--- src/rtl/tron_pkg.sv ---
`default_nettype none
// ============================================================================
//  Module      : tron_pkg
//  Description : Shared types, grid defaults and helpers for the Tron rider
//                motion engine (headings, FSM states, winner codes, one-cell
//                head advance with wall detection).
//  Revision    : 1.0 - initial release
// ============================================================================
package tron_pkg;

    localparam int COORD_W     = 10;
    localparam int DEF_GRID_X  = 150;
    localparam int DEF_GRID_Y  = 200;

    typedef enum logic [1:0] {
        UP    = 2'd0,
        DOWN  = 2'd1,
        LEFT  = 2'd2,
        RIGHT = 2'd3
    } dir_t;

    typedef enum logic [1:0] {
        WIN_NONE = 2'b00,
        WIN_P1   = 2'b01,
        WIN_P2   = 2'b10,
        WIN_DRAW = 2'b11
    } winner_t;

    typedef enum logic [1:0] {
        IDLE = 2'd0,
        RUN  = 2'd1,
        STEP = 2'd2,
        OVER = 2'd3
    } state_t;

    // Result of trying to move a head one cell.
    typedef struct packed {
        logic               crash;
        logic [COORD_W-1:0] x;
        logic [COORD_W-1:0] y;
    } move_t;

    function automatic dir_t opposite(input dir_t d);
        dir_t o;
        case (d)
            UP:      o = DOWN;
            DOWN:    o = UP;
            LEFT:    o = RIGHT;
            default: o = LEFT;
        endcase
        return o;
    endfunction

    // The wall test is done before the arithmetic, so a crashed head keeps
    // its current coordinates and the subtraction never wraps.
    function automatic move_t advance(input logic [COORD_W-1:0] x,
                                      input logic [COORD_W-1:0] y,
                                      input dir_t               d,
                                      input logic [COORD_W-1:0] xmax,
                                      input logic [COORD_W-1:0] ymax);
        move_t m;
        m.crash = 1'b0;
        m.x     = x;
        m.y     = y;
        case (d)
            UP:      if (x == '0)   m.crash = 1'b1; else m.x = x - COORD_W'(1);
            DOWN:    if (x == xmax) m.crash = 1'b1; else m.x = x + COORD_W'(1);
            LEFT:    if (y == '0)   m.crash = 1'b1; else m.y = y - COORD_W'(1);
            default: if (y == ymax) m.crash = 1'b1; else m.y = y + COORD_W'(1);
        endcase
        return m;
    endfunction

endpackage
`default_nettype wire

--- src/rtl/tron_player_motion_if.sv ---
`default_nettype none
// ============================================================================
//  Module      : tron_player_motion_if
//  Description : Link between the motion engine and the trace-update stage.
//                step   - one-cycle strobe, new_* carry candidate heads
//                new_*  - P1/P2 head coordinates (candidate or committed)
//                valid  - trace stage accepts the candidates (combinational)
//  Revision    : 1.0 - initial release
// ============================================================================
interface tron_player_motion_if;
    import tron_pkg::*;

    logic               step;
    logic [COORD_W-1:0] new_x1;
    logic [COORD_W-1:0] new_y1;
    logic [COORD_W-1:0] new_x2;
    logic [COORD_W-1:0] new_y2;
    logic               valid;

    modport master (
        output step, new_x1, new_y1, new_x2, new_y2,
        input  valid
    );

    modport slave (
        input  step, new_x1, new_y1, new_x2, new_y2,
        output valid
    );

endinterface
`default_nettype wire

--- src/rtl/tron_dir_latch.sv ---
`default_nettype none
// ============================================================================
//  Module      : tron_dir_latch
//  Description : Per-player heading register. Buttons update a pending
//                heading (priority up > down > left > right, reversals
//                rejected); commit copies pending into the committed heading.
//  Ports       : clock, reset_n (sync, active-low), init (reset heading),
//                btn {up,down,left,right}, enable (accept buttons),
//                commit (tick), pending, committed.
//  Revision    : 1.0 - initial release
// ============================================================================
module tron_dir_latch
    import tron_pkg::*;
(
    input  wire logic       clock,
    input  wire logic       reset_n,
    input  wire dir_t       init,
    input  wire logic [3:0] btn,
    input  wire logic       enable,
    input  wire logic       commit,
    output dir_t            pending,
    output dir_t            committed
);

    dir_t r_pending;
    dir_t r_committed;
    dir_t w_req;
    dir_t w_ref;
    logic w_req_vld;
    logic w_accept;

    always_comb begin
        w_req_vld = |btn;
        w_req     = RIGHT;
        if (btn[3])      w_req = UP;
        else if (btn[2]) w_req = DOWN;
        else if (btn[1]) w_req = LEFT;
        else             w_req = RIGHT;

        // On a commit edge the pending heading becomes the committed one, so
        // reversal is judged against it; otherwise a request could slip in
        // that reverses the heading about to take effect.
        w_ref    = commit ? r_pending : r_committed;
        w_accept = enable && w_req_vld && (w_req != opposite(w_ref));
    end

    always_ff @(posedge clock) begin
        if (!reset_n) begin
            r_pending   <= init;
            r_committed <= init;
        end else begin
            if (commit) begin
                r_committed <= r_pending;
            end
            if (w_accept) begin
                r_pending <= w_req;
            end
        end
    end

    assign pending   = r_pending;
    assign committed = r_committed;

endmodule
`default_nettype wire

--- src/rtl/tron_player_motion.sv ---
`default_nettype none
// ============================================================================
//  Module      : tron_player_motion
//  Description : Per-tick motion engine for both Tron riders. Latches button
//                headings, advances each head one cell per tick, offers the
//                candidates to the trace stage and commits them on valid,
//                detecting wall / head-on / trace crashes.
//  Ports       : clock, reset_n (sync, active-low), start (level),
//                p1_btn/p2_btn {up,down,left,right},
//                trace (step/new_x1/new_y1/new_x2/new_y2 out, valid in),
//                game_over, winner (00 none, 01 P1, 10 P2, 11 draw).
//  Revision    : 1.0 - initial release
// ============================================================================
module tron_player_motion
    import tron_pkg::*;
#(
    parameter int GRID_X      = DEF_GRID_X,
    parameter int GRID_Y      = DEF_GRID_Y,
    parameter int TICK_CYCLES = 2_500_000,
    parameter int P1_X0       = 75,
    parameter int P1_Y0       = 20,
    parameter int P2_X0       = 75,
    parameter int P2_Y0       = 179
)
(
    input  wire logic       clock,
    input  wire logic       reset_n,
    input  wire logic       start,
    input  wire logic [3:0] p1_btn,
    input  wire logic [3:0] p2_btn,
    tron_player_motion_if.master trace,
    output logic            game_over,
    output logic [1:0]      winner
);

    localparam int                 CNT_W       = $clog2(TICK_CYCLES);
    localparam logic [CNT_W-1:0]   c_tick_last = CNT_W'(TICK_CYCLES - 1);
    localparam logic [CNT_W-1:0]   c_cnt_one   = CNT_W'(1);
    localparam logic [COORD_W-1:0] c_xmax      = COORD_W'(GRID_X - 1);
    localparam logic [COORD_W-1:0] c_ymax      = COORD_W'(GRID_Y - 1);
    localparam logic [COORD_W-1:0] c_p1_x0     = COORD_W'(P1_X0);
    localparam logic [COORD_W-1:0] c_p1_y0     = COORD_W'(P1_Y0);
    localparam logic [COORD_W-1:0] c_p2_x0     = COORD_W'(P2_X0);
    localparam logic [COORD_W-1:0] c_p2_y0     = COORD_W'(P2_Y0);

    state_t             r_state;
    logic [CNT_W-1:0]   r_cnt;
    logic               r_step;
    logic               r_game_over;
    winner_t            r_winner;
    // Committed heads.
    logic [COORD_W-1:0] r_x1, r_y1, r_x2, r_y2;
    // Output heads: candidates during STEP, committed heads otherwise.
    logic [COORD_W-1:0] r_nx1, r_ny1, r_nx2, r_ny2;
    logic               r_crash1, r_crash2;

    dir_t    w_p1_pend, w_p1_comm, w_p2_pend, w_p2_comm;
    dir_t    w_h1, w_h2;
    move_t   w_mv1, w_mv2;
    logic    w_tick;
    logic    w_run;
    logic    w_lat_rst_n;
    logic    w_fail;
    winner_t w_win;

    assign w_run  = (r_state == RUN);
    assign w_tick = w_run && (r_cnt == c_tick_last);
    // Headings return to their start values whenever the engine sits in IDLE.
    assign w_lat_rst_n = reset_n && (r_state != IDLE);

    tron_dir_latch u_dir_p1 (
        .clock     (clock),
        .reset_n   (w_lat_rst_n),
        .init      (RIGHT),
        .btn       (p1_btn),
        .enable    (w_run),
        .commit    (w_tick),
        .pending   (w_p1_pend),
        .committed (w_p1_comm)
    );

    tron_dir_latch u_dir_p2 (
        .clock     (clock),
        .reset_n   (w_lat_rst_n),
        .init      (LEFT),
        .btn       (p2_btn),
        .enable    (w_run),
        .commit    (w_tick),
        .pending   (w_p2_pend),
        .committed (w_p2_comm)
    );

    // Heading in force after this edge: the pending one on a tick.
    assign w_h1  = w_tick ? w_p1_pend : w_p1_comm;
    assign w_h2  = w_tick ? w_p2_pend : w_p2_comm;
    assign w_mv1 = advance(r_x1, r_y1, w_h1, c_xmax, c_ymax);
    assign w_mv2 = advance(r_x2, r_y2, w_h2, c_xmax, c_ymax);

    // Outcome of the STEP cycle; first matching rule wins.
    always_comb begin
        w_fail = 1'b1;
        w_win  = WIN_DRAW;
        if (r_crash1 && r_crash2) begin
            w_win = WIN_DRAW;
        end else if (r_crash1) begin
            w_win = WIN_P2;
        end else if (r_crash2) begin
            w_win = WIN_P1;
        end else if ((r_nx1 == r_nx2) && (r_ny1 == r_ny2)) begin
            w_win = WIN_DRAW;
        end else if (!trace.valid) begin
            w_win = WIN_DRAW;
        end else begin
            w_fail = 1'b0;
            w_win  = WIN_NONE;
        end
    end

    always_ff @(posedge clock) begin
        if (!reset_n) begin
            r_state     <= IDLE;
            r_cnt       <= '0;
            r_step      <= 1'b0;
            r_game_over <= 1'b0;
            r_winner    <= WIN_NONE;
            r_x1        <= c_p1_x0;
            r_y1        <= c_p1_y0;
            r_x2        <= c_p2_x0;
            r_y2        <= c_p2_y0;
            r_nx1       <= c_p1_x0;
            r_ny1       <= c_p1_y0;
            r_nx2       <= c_p2_x0;
            r_ny2       <= c_p2_y0;
            r_crash1    <= 1'b0;
            r_crash2    <= 1'b0;
        end else begin
            r_step <= 1'b0;
            case (r_state)
                IDLE: begin
                    r_cnt       <= '0;
                    r_game_over <= 1'b0;
                    r_winner    <= WIN_NONE;
                    r_x1        <= c_p1_x0;
                    r_y1        <= c_p1_y0;
                    r_x2        <= c_p2_x0;
                    r_y2        <= c_p2_y0;
                    r_nx1       <= c_p1_x0;
                    r_ny1       <= c_p1_y0;
                    r_nx2       <= c_p2_x0;
                    r_ny2       <= c_p2_y0;
                    if (start) begin
                        r_state <= RUN;
                    end
                end

                RUN: begin
                    if (w_tick) begin
                        r_cnt    <= '0;
                        r_state  <= STEP;
                        r_step   <= 1'b1;
                        r_nx1    <= w_mv1.x;
                        r_ny1    <= w_mv1.y;
                        r_nx2    <= w_mv2.x;
                        r_ny2    <= w_mv2.y;
                        r_crash1 <= w_mv1.crash;
                        r_crash2 <= w_mv2.crash;
                    end else begin
                        r_cnt <= r_cnt + c_cnt_one;
                    end
                end

                STEP: begin
                    // The STEP cycle is count 0 of the next tick period, so
                    // steps stay exactly TICK_CYCLES apart.
                    r_cnt <= r_cnt + c_cnt_one;
                    if (w_fail) begin
                        r_state     <= OVER;
                        r_game_over <= 1'b1;
                        r_winner    <= w_win;
                        r_nx1       <= r_x1;
                        r_ny1       <= r_y1;
                        r_nx2       <= r_x2;
                        r_ny2       <= r_y2;
                    end else begin
                        r_state <= RUN;
                        r_x1    <= r_nx1;
                        r_y1    <= r_ny1;
                        r_x2    <= r_nx2;
                        r_y2    <= r_ny2;
                    end
                end

                OVER: begin
                    if (start) begin
                        r_state     <= IDLE;
                        r_game_over <= 1'b0;
                        r_winner    <= WIN_NONE;
                        r_cnt       <= '0;
                        r_x1        <= c_p1_x0;
                        r_y1        <= c_p1_y0;
                        r_x2        <= c_p2_x0;
                        r_y2        <= c_p2_y0;
                        r_nx1       <= c_p1_x0;
                        r_ny1       <= c_p1_y0;
                        r_nx2       <= c_p2_x0;
                        r_ny2       <= c_p2_y0;
                    end
                end

                default: begin
                    r_state <= IDLE;
                end
            endcase
        end
    end

    assign trace.step   = r_step;
    assign trace.new_x1 = r_nx1;
    assign trace.new_y1 = r_ny1;
    assign trace.new_x2 = r_nx2;
    assign trace.new_y2 = r_ny2;
    assign game_over    = r_game_over;
    assign winner       = r_winner;

endmodule
`default_nettype wire

--- src/flat_wrapper.sv ---
// flat-port wrapper written by rule: the top's interface ports become plain ports
module tron_player_motion_flat import tron_pkg::*;
#(
    parameter int GRID_X      = DEF_GRID_X,
    parameter int GRID_Y      = DEF_GRID_Y,
    parameter int TICK_CYCLES = 2_500_000,
    parameter int P1_X0       = 75,
    parameter int P1_Y0       = 20,
    parameter int P2_X0       = 75,
    parameter int P2_Y0       = 179
)
  (clock, reset_n, start, p1_btn, p2_btn, game_over, winner, trace_step, trace_new_x1, trace_new_y1, trace_new_x2, trace_new_y2, trace_valid);
  tron_player_motion_if trace_i ();
  input  wire logic clock;
  input  wire logic reset_n;
  input  wire logic start;
  input  wire logic [3:0] p1_btn;
  input  wire logic [3:0] p2_btn;
  output logic game_over;
  output logic [1:0] winner;
  output wire logic [$bits(trace_i.step)-1:0] trace_step;
  output wire logic [$bits(trace_i.new_x1)-1:0] trace_new_x1;
  output wire logic [$bits(trace_i.new_y1)-1:0] trace_new_y1;
  output wire logic [$bits(trace_i.new_x2)-1:0] trace_new_x2;
  output wire logic [$bits(trace_i.new_y2)-1:0] trace_new_y2;
  input wire logic [$bits(trace_i.valid)-1:0] trace_valid;
  assign trace_step = trace_i.step;
  assign trace_new_x1 = trace_i.new_x1;
  assign trace_new_y1 = trace_i.new_y1;
  assign trace_new_x2 = trace_i.new_x2;
  assign trace_new_y2 = trace_i.new_y2;
  assign trace_i.valid = trace_valid;
  tron_player_motion #(.GRID_X(GRID_X), .GRID_Y(GRID_Y), .TICK_CYCLES(TICK_CYCLES), .P1_X0(P1_X0), .P1_Y0(P1_Y0), .P2_X0(P2_X0), .P2_Y0(P2_Y0)) u_core (.clock(clock), .reset_n(reset_n), .start(start), .p1_btn(p1_btn), .p2_btn(p2_btn), .trace(trace_i), .game_over(game_over), .winner(winner));
endmodule
--- config.mk ---
export PLATFORM = sky130hd
export DESIGN_NAME = tron_player_motion_flat
export DESIGN_NICKNAME = d
export VERILOG_FILES = /design/src/rtl/tron_pkg.sv /design/src/rtl/tron_player_motion_if.sv /design/src/rtl/tron_dir_latch.sv /design/src/rtl/tron_player_motion.sv /design/src/flat_wrapper.sv
export SDC_FILE = /design/constraint.sdc
export NUM_CORES = 1
export LEC_CHECK = 0
export ABC_AREA = 1
export CORE_MARGIN = 5
export CORE_UTILIZATION = 60
export DETAILED_ROUTE_END_ITERATION = 10
export GPL_ROUTABILITY_DRIVEN = 0
export PLACE_DENSITY_LB_ADDON = 0.1
export RECOVER_POWER = 100
export SLEW_MARGIN = 20
export SYNTH_ARGS = -nofsm -noshare
export SYNTH_HDL_FRONTEND = slang
export SYNTH_SLANG_ARGS = --single-unit
--- constraint.sdc ---
create_clock -name clock -period 2.51 [get_ports clock]
set_clock_uncertainty 0.2 [all_clocks]
set_input_delay 0.753 -clock clock [delete_from_list [all_inputs] [get_ports clock]]
set_output_delay 0.753 -clock clock [all_outputs]
set_load 0.005 [all_outputs]
# [After elaboration in Yosys (flattened, before gate mapping)]
# Cells that the tools add are included.
[op_classes] reduce_logical=27 addsub=9 n_eq_ne=20 n_mux=75
[ops] op="$mux 10" n=19
[ops] op="$pmux 10 s4" n=4
[ops] op="$pmux 10 s3" n=4
[ops] op="$pmux 22 s4" n=1
[ops] op="$pmux 10 s2" n=4
[ops] op="$mux 22" n=2
[ops] op="$add 10x1->10 const B" n=4
[ops] op="$eq 10x8->1 const B" n=4
[ops] op="$logic_not 10->1" n=4
[ops] op="$sub 10x1->10 const B" n=4
[ops] op="$mux 2" n=16
[ops] op="$add 22x1->22 const B" n=1
[ops] op="$eq 22x22->1 const B" n=1
[ops] op="$eq 10x10->1" n=2
[ops] op="$mux 1" n=18
[ops] op="$pmux 2 s3" n=3
[ops] op="$pmux 1 s3" n=3
[ops] op="$eq 2x2->1 const B" n=4
[ops] op="$logic_and 1x1->1" n=8
[ops] op="$pmux 2 s4" n=1
[ops] op="$reduce_and 2->1" n=4
[ops] op="$reduce_or 4->1" n=2
[ops] op="$eq 2x1->1 const B" n=3
[ops] op="$logic_not 2->1" n=3
[ops] op="7 further kinds" n=12
[word_totals] output_inout_bits=44 word_cells=150 inputBits=12 regBits=118

# [Depth between registers and ports, before layout]
[depth] word_depth=8 depth_mapped=18

# [Modules after synthesis]
# Synthesis repeated with hierarchy kept, for this count alone.
[hier_totals] hier_cells=1564 hier_area_um2=9481.6
[modules_own_cells] module="tron_player_motion" area_per_inst_um2=8961.1 instances=1 cells_per_inst=1478
[modules_own_cells] module="tron_dir_latch" area_per_inst_um2=260.2 instances=2 cells_per_inst=43

# [Worst setup path after synthesis]
# OpenSTA, ideal clock, no wires.
[synth_path] path_kind="input to register" startpoint="input trace_valid" endpoint="register u_core.r_y1[4]" t_arrival_ps=1905 setup_time_ps=136 setup_slack_ps=269 stages=9 path_buffers=2 cell_sequence="inv_1 -> nor2_1 -> nand3_1 -> buf_4 -> buf_2 -> nand2_1 -> o21ai_0 -> o21ai_0 -> o211ai_1"
[synth_between] elab_chain_cells=7
[synth_rtl] item="start, declared" line_no="flat_wrapper.sv:26" source="input wire logic [$bits(trace_i.valid)-1:0] trace_valid;"
[synth_rtl] item="$mux 1" line_no="tron_player_motion.sv:111" source="end else if (!trace.valid) begin"
[synth_rtl] item="$mux 1" line_no="tron_player_motion.sv:109" source="end else if ((r_nx1 == r_nx2) && (r_ny1 == r_ny2)) begin"
[synth_rtl] item="$mux 1" line_no="tron_player_motion.sv:107" source="end else if (r_crash2) begin"
[synth_rtl] item="$mux 1" line_no="tron_player_motion.sv:105" source="end else if (r_crash1) begin"
[synth_rtl] item="$mux 1" line_no="tron_player_motion.sv:103" source="if (r_crash1 && r_crash2) begin"
[synth_rtl] item="$mux 10"
[synth_rtl] item="$pmux 10 s3"
[synth_rtl] item="end signal, assigned" line_no="tron_player_motion.sv:127" source="r_y1 <= c_p1_y0;"
[synth_rtl] item="end signal, assigned" line_no="tron_player_motion.sv:144" source="r_y1 <= c_p1_y0;"
[synth_rtl] item="end signal, assigned" line_no="tron_player_motion.sv:187" source="r_y1 <= r_ny1;"
[synth_rtl] item="end, declared" line_no="tron_player_motion.sv:52" source="logic [COORD_W-1:0] r_x1, r_y1, r_x2, r_y2;"
# No other way between the ends.
# A chain may end at the register's enable or synchronous reset.

# [Worst setup path in the final report]
[layout_path] startpoint="register u_core.r_cnt[0]" endpoint="register u_core.r_ny1[2], in the netlist u_core.trace.new_y1[2]"
[layout_between] elab_chain_cells=8 word_cells_on_any_way=12 classes_between="eq/ne (4); mux (4); reduce/logical (4)"
[layout_rtl] item="start, declared" line_no="tron_player_motion.sv:47" source="logic [CNT_W-1:0] r_cnt;"
[layout_rtl] item="start signal, assigned" line_no="tron_player_motion.sv:168" source="r_cnt <= r_cnt + c_cnt_one;"
[layout_rtl] item="start signal, assigned" line_no="tron_player_motion.sv:175" source="r_cnt <= r_cnt + c_cnt_one;"
[layout_rtl] item="$eq 22x22->1 *" line_no="tron_player_motion.sv:67" source="assign w_tick = w_run && (r_cnt == c_tick_last);"
[layout_rtl] item="$logic_and 1x1->1 *" line_no="tron_player_motion.sv:67"
[layout_rtl] item="$mux 2" line_no="tron_player_motion.sv:94" source="assign w_h1 = w_tick ? w_p1_pend : w_p1_comm;"
[layout_rtl] item="$eq 2x1->1 or $logic_not 2->1 (tied branches)" line_no="tron_pkg.sv:65" source="case (d)"
[layout_rtl] item="$reduce_or 2->1 (no source line)"
[layout_rtl] item="$pmux 10 s2" line_no="tron_pkg.sv:65"
[layout_rtl] item="$mux 10" line_no="tron_player_motion.sv:157" source="if (w_tick) begin"
[layout_rtl] item="$pmux 10 s4" line_no="tron_player_motion.sv:138" source="case (r_state)"
[layout_rtl] item="end signal, assigned" line_no="tron_player_motion.sv:131" source="r_ny1 <= c_p1_y0;"
[layout_rtl] item="end signal, assigned" line_no="tron_player_motion.sv:148" source="r_ny1 <= c_p1_y0;"
[layout_rtl] item="end signal, assigned" line_no="tron_player_motion.sv:162" source="r_ny1 <= w_mv1.y;"
[layout_rtl] item="end, declared" line_no="tron_player_motion.sv:54" source="logic [COORD_W-1:0] r_nx1, r_ny1, r_nx2, r_ny2;"
# Every way passes the cells marked *; elsewhere a longest branch is shown, timed or not. The select of a mux whose other input is x is not followed.

==> impl_metrics.json <==
{
  "outcome": "finished, final reports clean",
  "min_period_over_period_pct": 96.68,
  "die-area_sq_mm": 0.01744,
  "crit_arrival_ps": 2540,
  "end_kind": "register",
  "via_per_inst": 5.682,
  "rsz0062_at_grt": "yes",
  "cts_tree": "yes",
  "post_dp_cell_area_sq_mm": 0.009990,
  "ios": 56,
  "setup_ws_ps": 83.44,
  "synth_compound_area_share_pct": 12.14,
  "synth-main-ff-cell": "dfxtp_1",
  "fin_crit_ps": 2427,
  "max_cap_viol_count": 0,
  "die_w_um": 132.0,
  "drive_gt1_share_pct": 11.15,
  "first_pass_iters": 6,
  "initial_utilization_pct": 61.26,
  "grt_pass1_vias": 9038,
  "place_ws_ps": -110.2,
  "avgSynthCellArea_sq_um": 6.018,
  "netlist_instances": 1485,
  "hold_slack_ps": 272.1,
  "synth-adder-area-share_pct": 2.660,
  "core_area_sq_mm": 0.01459,
  "ant_nets": 0,
  "totalWireLength_um": 27080,
  "p_leak_nw": 4.967,
  "slew_headroom_pct": 68.78,
  "cts.clk_slew.worst_paths_ps": 50,
  "die_h_um": 132.0,
  "ys_ff_latch": 118,
  "fin_cells": 1754,
  "crit_fanout": 9,
  "grtUsageTotal_pct": 30.10,
  "final-setup-viol-count": 0,
  "grt_max_degree": 49,
  "overflow": 0,
  "vdd_drop_max_mv": 0.5051,
  "worstSkewPairLatency_ps": 420,
  "clkSinkCount": 118,
  "drc": 0,
  "dp.cells": 1716,
  "nNetsFinal": 1592,
  "ctsHoldBuffers": 0,
  "synth_top_family_by_area": "simple AND/OR/NAND/NOR gates",
  "worstPathRequired_ps": 2620,
  "hold_violations": 0,
  "routedWlPerCell_um": 15.44,
  "fin_tns_setup_ps": 0,
  "antenna_found_initial": 0,
  "slew_viol_final": 0,
  "hold_class": "register to register",
  "cts_buffers": 17,
  "portBuffers": 55,
  "post-route-cell-area_sq_mm": 0.01078,
  "drtIter0Drc": 898,
  "rows": 44,
  "power_density_mw_per_mm2": 841.5,
  "root_buffer": "clkbuf_16",
  "synthToLayoutAreaGrowth_pct": 20.64,
  "power.total_mw": 9.073,
  "startpoint_type": "register",
  "synth_warnings": 0,
  "seq_area_frac_synth_pct": 26.43,
  "synth-xor-area-share_pct": 7.056,
  "num_antenna_cells": 0,
  "tightestPinTransition_ps": 468.3,
  "dr_total_vias": 9967,
  "critPathKind": "register to register",
  "htree_levels": 4,
  "fmax_mhz": 412.1,
  "grt_pass1_wl_um": 44150,
  "async_flop_share_pct": 0,
  "synth_edf_count": 0,
  "synth_nets": 1516,
  "post-dp-hpwl_um": 19330,
  "postLayoutCoreUtil_pct": 73.90,
  "synthSimpleGateAreaFrac_pct": 40.99,
  "ys_types": 40,
  "cts_buffer_depth": 2,
  "muxShareOfSynthArea_pct": 0.1120,
  "syn_area_sq_mm": 0.008937
}
## cell families after synthesis
group / after synthesis
flops: 118
fa+ha+maj: 19
xor+xnor: 72
compound gates: 210
mux: 1
buf+inv: 237
simple gates: 828
## flip-flops by register name, summed over array words and instances, names as in the netlist, 2 cells and up
register                   flops
u_core.r_y2                   10
u_core.u_dir_p1.pending        2
u_core.trace.new_y1           10
u_core.trace.new_y2           10
u_core.r_y1                   10
u_core.trace.new_x2           10
u_core.r_cnt                  22
u_core.r_x2                   10
u_core.winner                  2
u_core.r_x1                   10
u_core.u_dir_p2.committed      2
u_core.u_dir_p1.committed      2
u_core.trace.new_x1           10
u_core.r_state                 2
u_core.u_dir_p2.pending        2
## where the power goes
part / total (mW) / switching, mW / internal (mW) / leakage (nW)
combinational: 4.04 / 2.52 / 1.52 / 3.74
clock: 2.26 / 0.822 / 1.43 / 0.270
sequential: 2.78 / 0.555 / 2.23 / 0.961
total: 9.07 / 3.90 / 5.18 / 4.97
## cell type report
type | count | area [sq um]
Multi-Input combinational cell | 1130 | 5796
Fill cell | 1275 | 3807
Sequential cell | 118 | 2365
Timing Repair Buffer | 141 | 1276
Inverter | 153 | 576.8
Clock buffer | 23 | 488.0
Tap cell | 184 | 230.2
Clock inverter | 5 | 50.05
## cells in the final DEF, fill, tap and decap left out, types with 5 or more instances in the layout
cell	count
nor2_4	8
inv_1	137
clkbuf_16	17
nor2_2	5
ha_1	17
nand3_2	9
xnor2_1	7
nor2_1	110
nor3_1	27
dfxtp_1	116
xor2_1	65
clkbuf_1	5
nand2_2	11
buf_12	6
inv_2	9
o211ai_1	7
o21ai_1	12
nand3_1	130
clkinv_1	6
nand4_1	59
a21oi_1	103
buf_6	5
nand2_1	437
nand3b_1	8
o21ai_0	78
clkdlybuf4s50_1	51
nand2_4	7
buf_4	71
## critical path: stages (launching register included)
cell	delay (ps)
dfxtp_2	350
ha_4	150
nand2_4	60
nor2_4	130
nand2_4	80
nor2_8	120
buf_4	160
nand4_1	210
nand2_8	200
nand2_8	90
inv_2	120
nand2_1	60
nand2_1	60
clkinv_1	60
nand2_1	60
nand3_1	60
nand2_1	70
nand2_1	50
## cells in the mapped netlist (8+ instances only)
library cell	instances	area share, %
nor3_1	28	1.6
o21ai_1	12	0.67
nand4_1	59	4.1
inv_2	9	0.38
a21oi_1	106	5.9
ha_1	19	2.7
xor2_1	65	6.4
buf_2	11	0.62
nand2_1	447	19
o21ai_0	78	4.4
nor2_1	113	4.7
nand3b_1	8	0.67
inv_1	137	5.8
nand3_1	137	7.7
clkbuf_1	59	2.5
dfxtp_1	118	26
## path summary, 6_finish.rpt
check                         from                endpoint  slack, ps  cells past startpoint
setup / recovery   u_core.r_cnt[0]  u_core.trace.new_y1[2]         80                     17
hold / removal    u_core.winner[0]        u_core.winner[0]        270                      2
setup reg to reg   u_core.r_cnt[0]  u_core.trace.new_y1[2]         80                     17
hold reg to reg   u_core.winner[0]        u_core.winner[0]        270                      2
## per-layer routing
layer,global-route usage [%],vias to the layer above,routed length [um]
li1,-,4960,-
met1,39.84,4539,11620
met2,48.91,396,12710
met3,4.695,72,1858
met4,12.46,0,898
met5,0,-,0
## repair_timing
| item | in CTS | in global routing |
|---|---|---|
| gates resized for setup | 9 | 34 |
| setup buffers | 0 | 9 |
| cloned | 0 | 1 |
| endpoints found under the hold margin | 0 | 0 |
| pin swaps | 5 | 23 |
| setup endpoints to repair | 13 | 48 |
(Power assumes the default switching activity.)
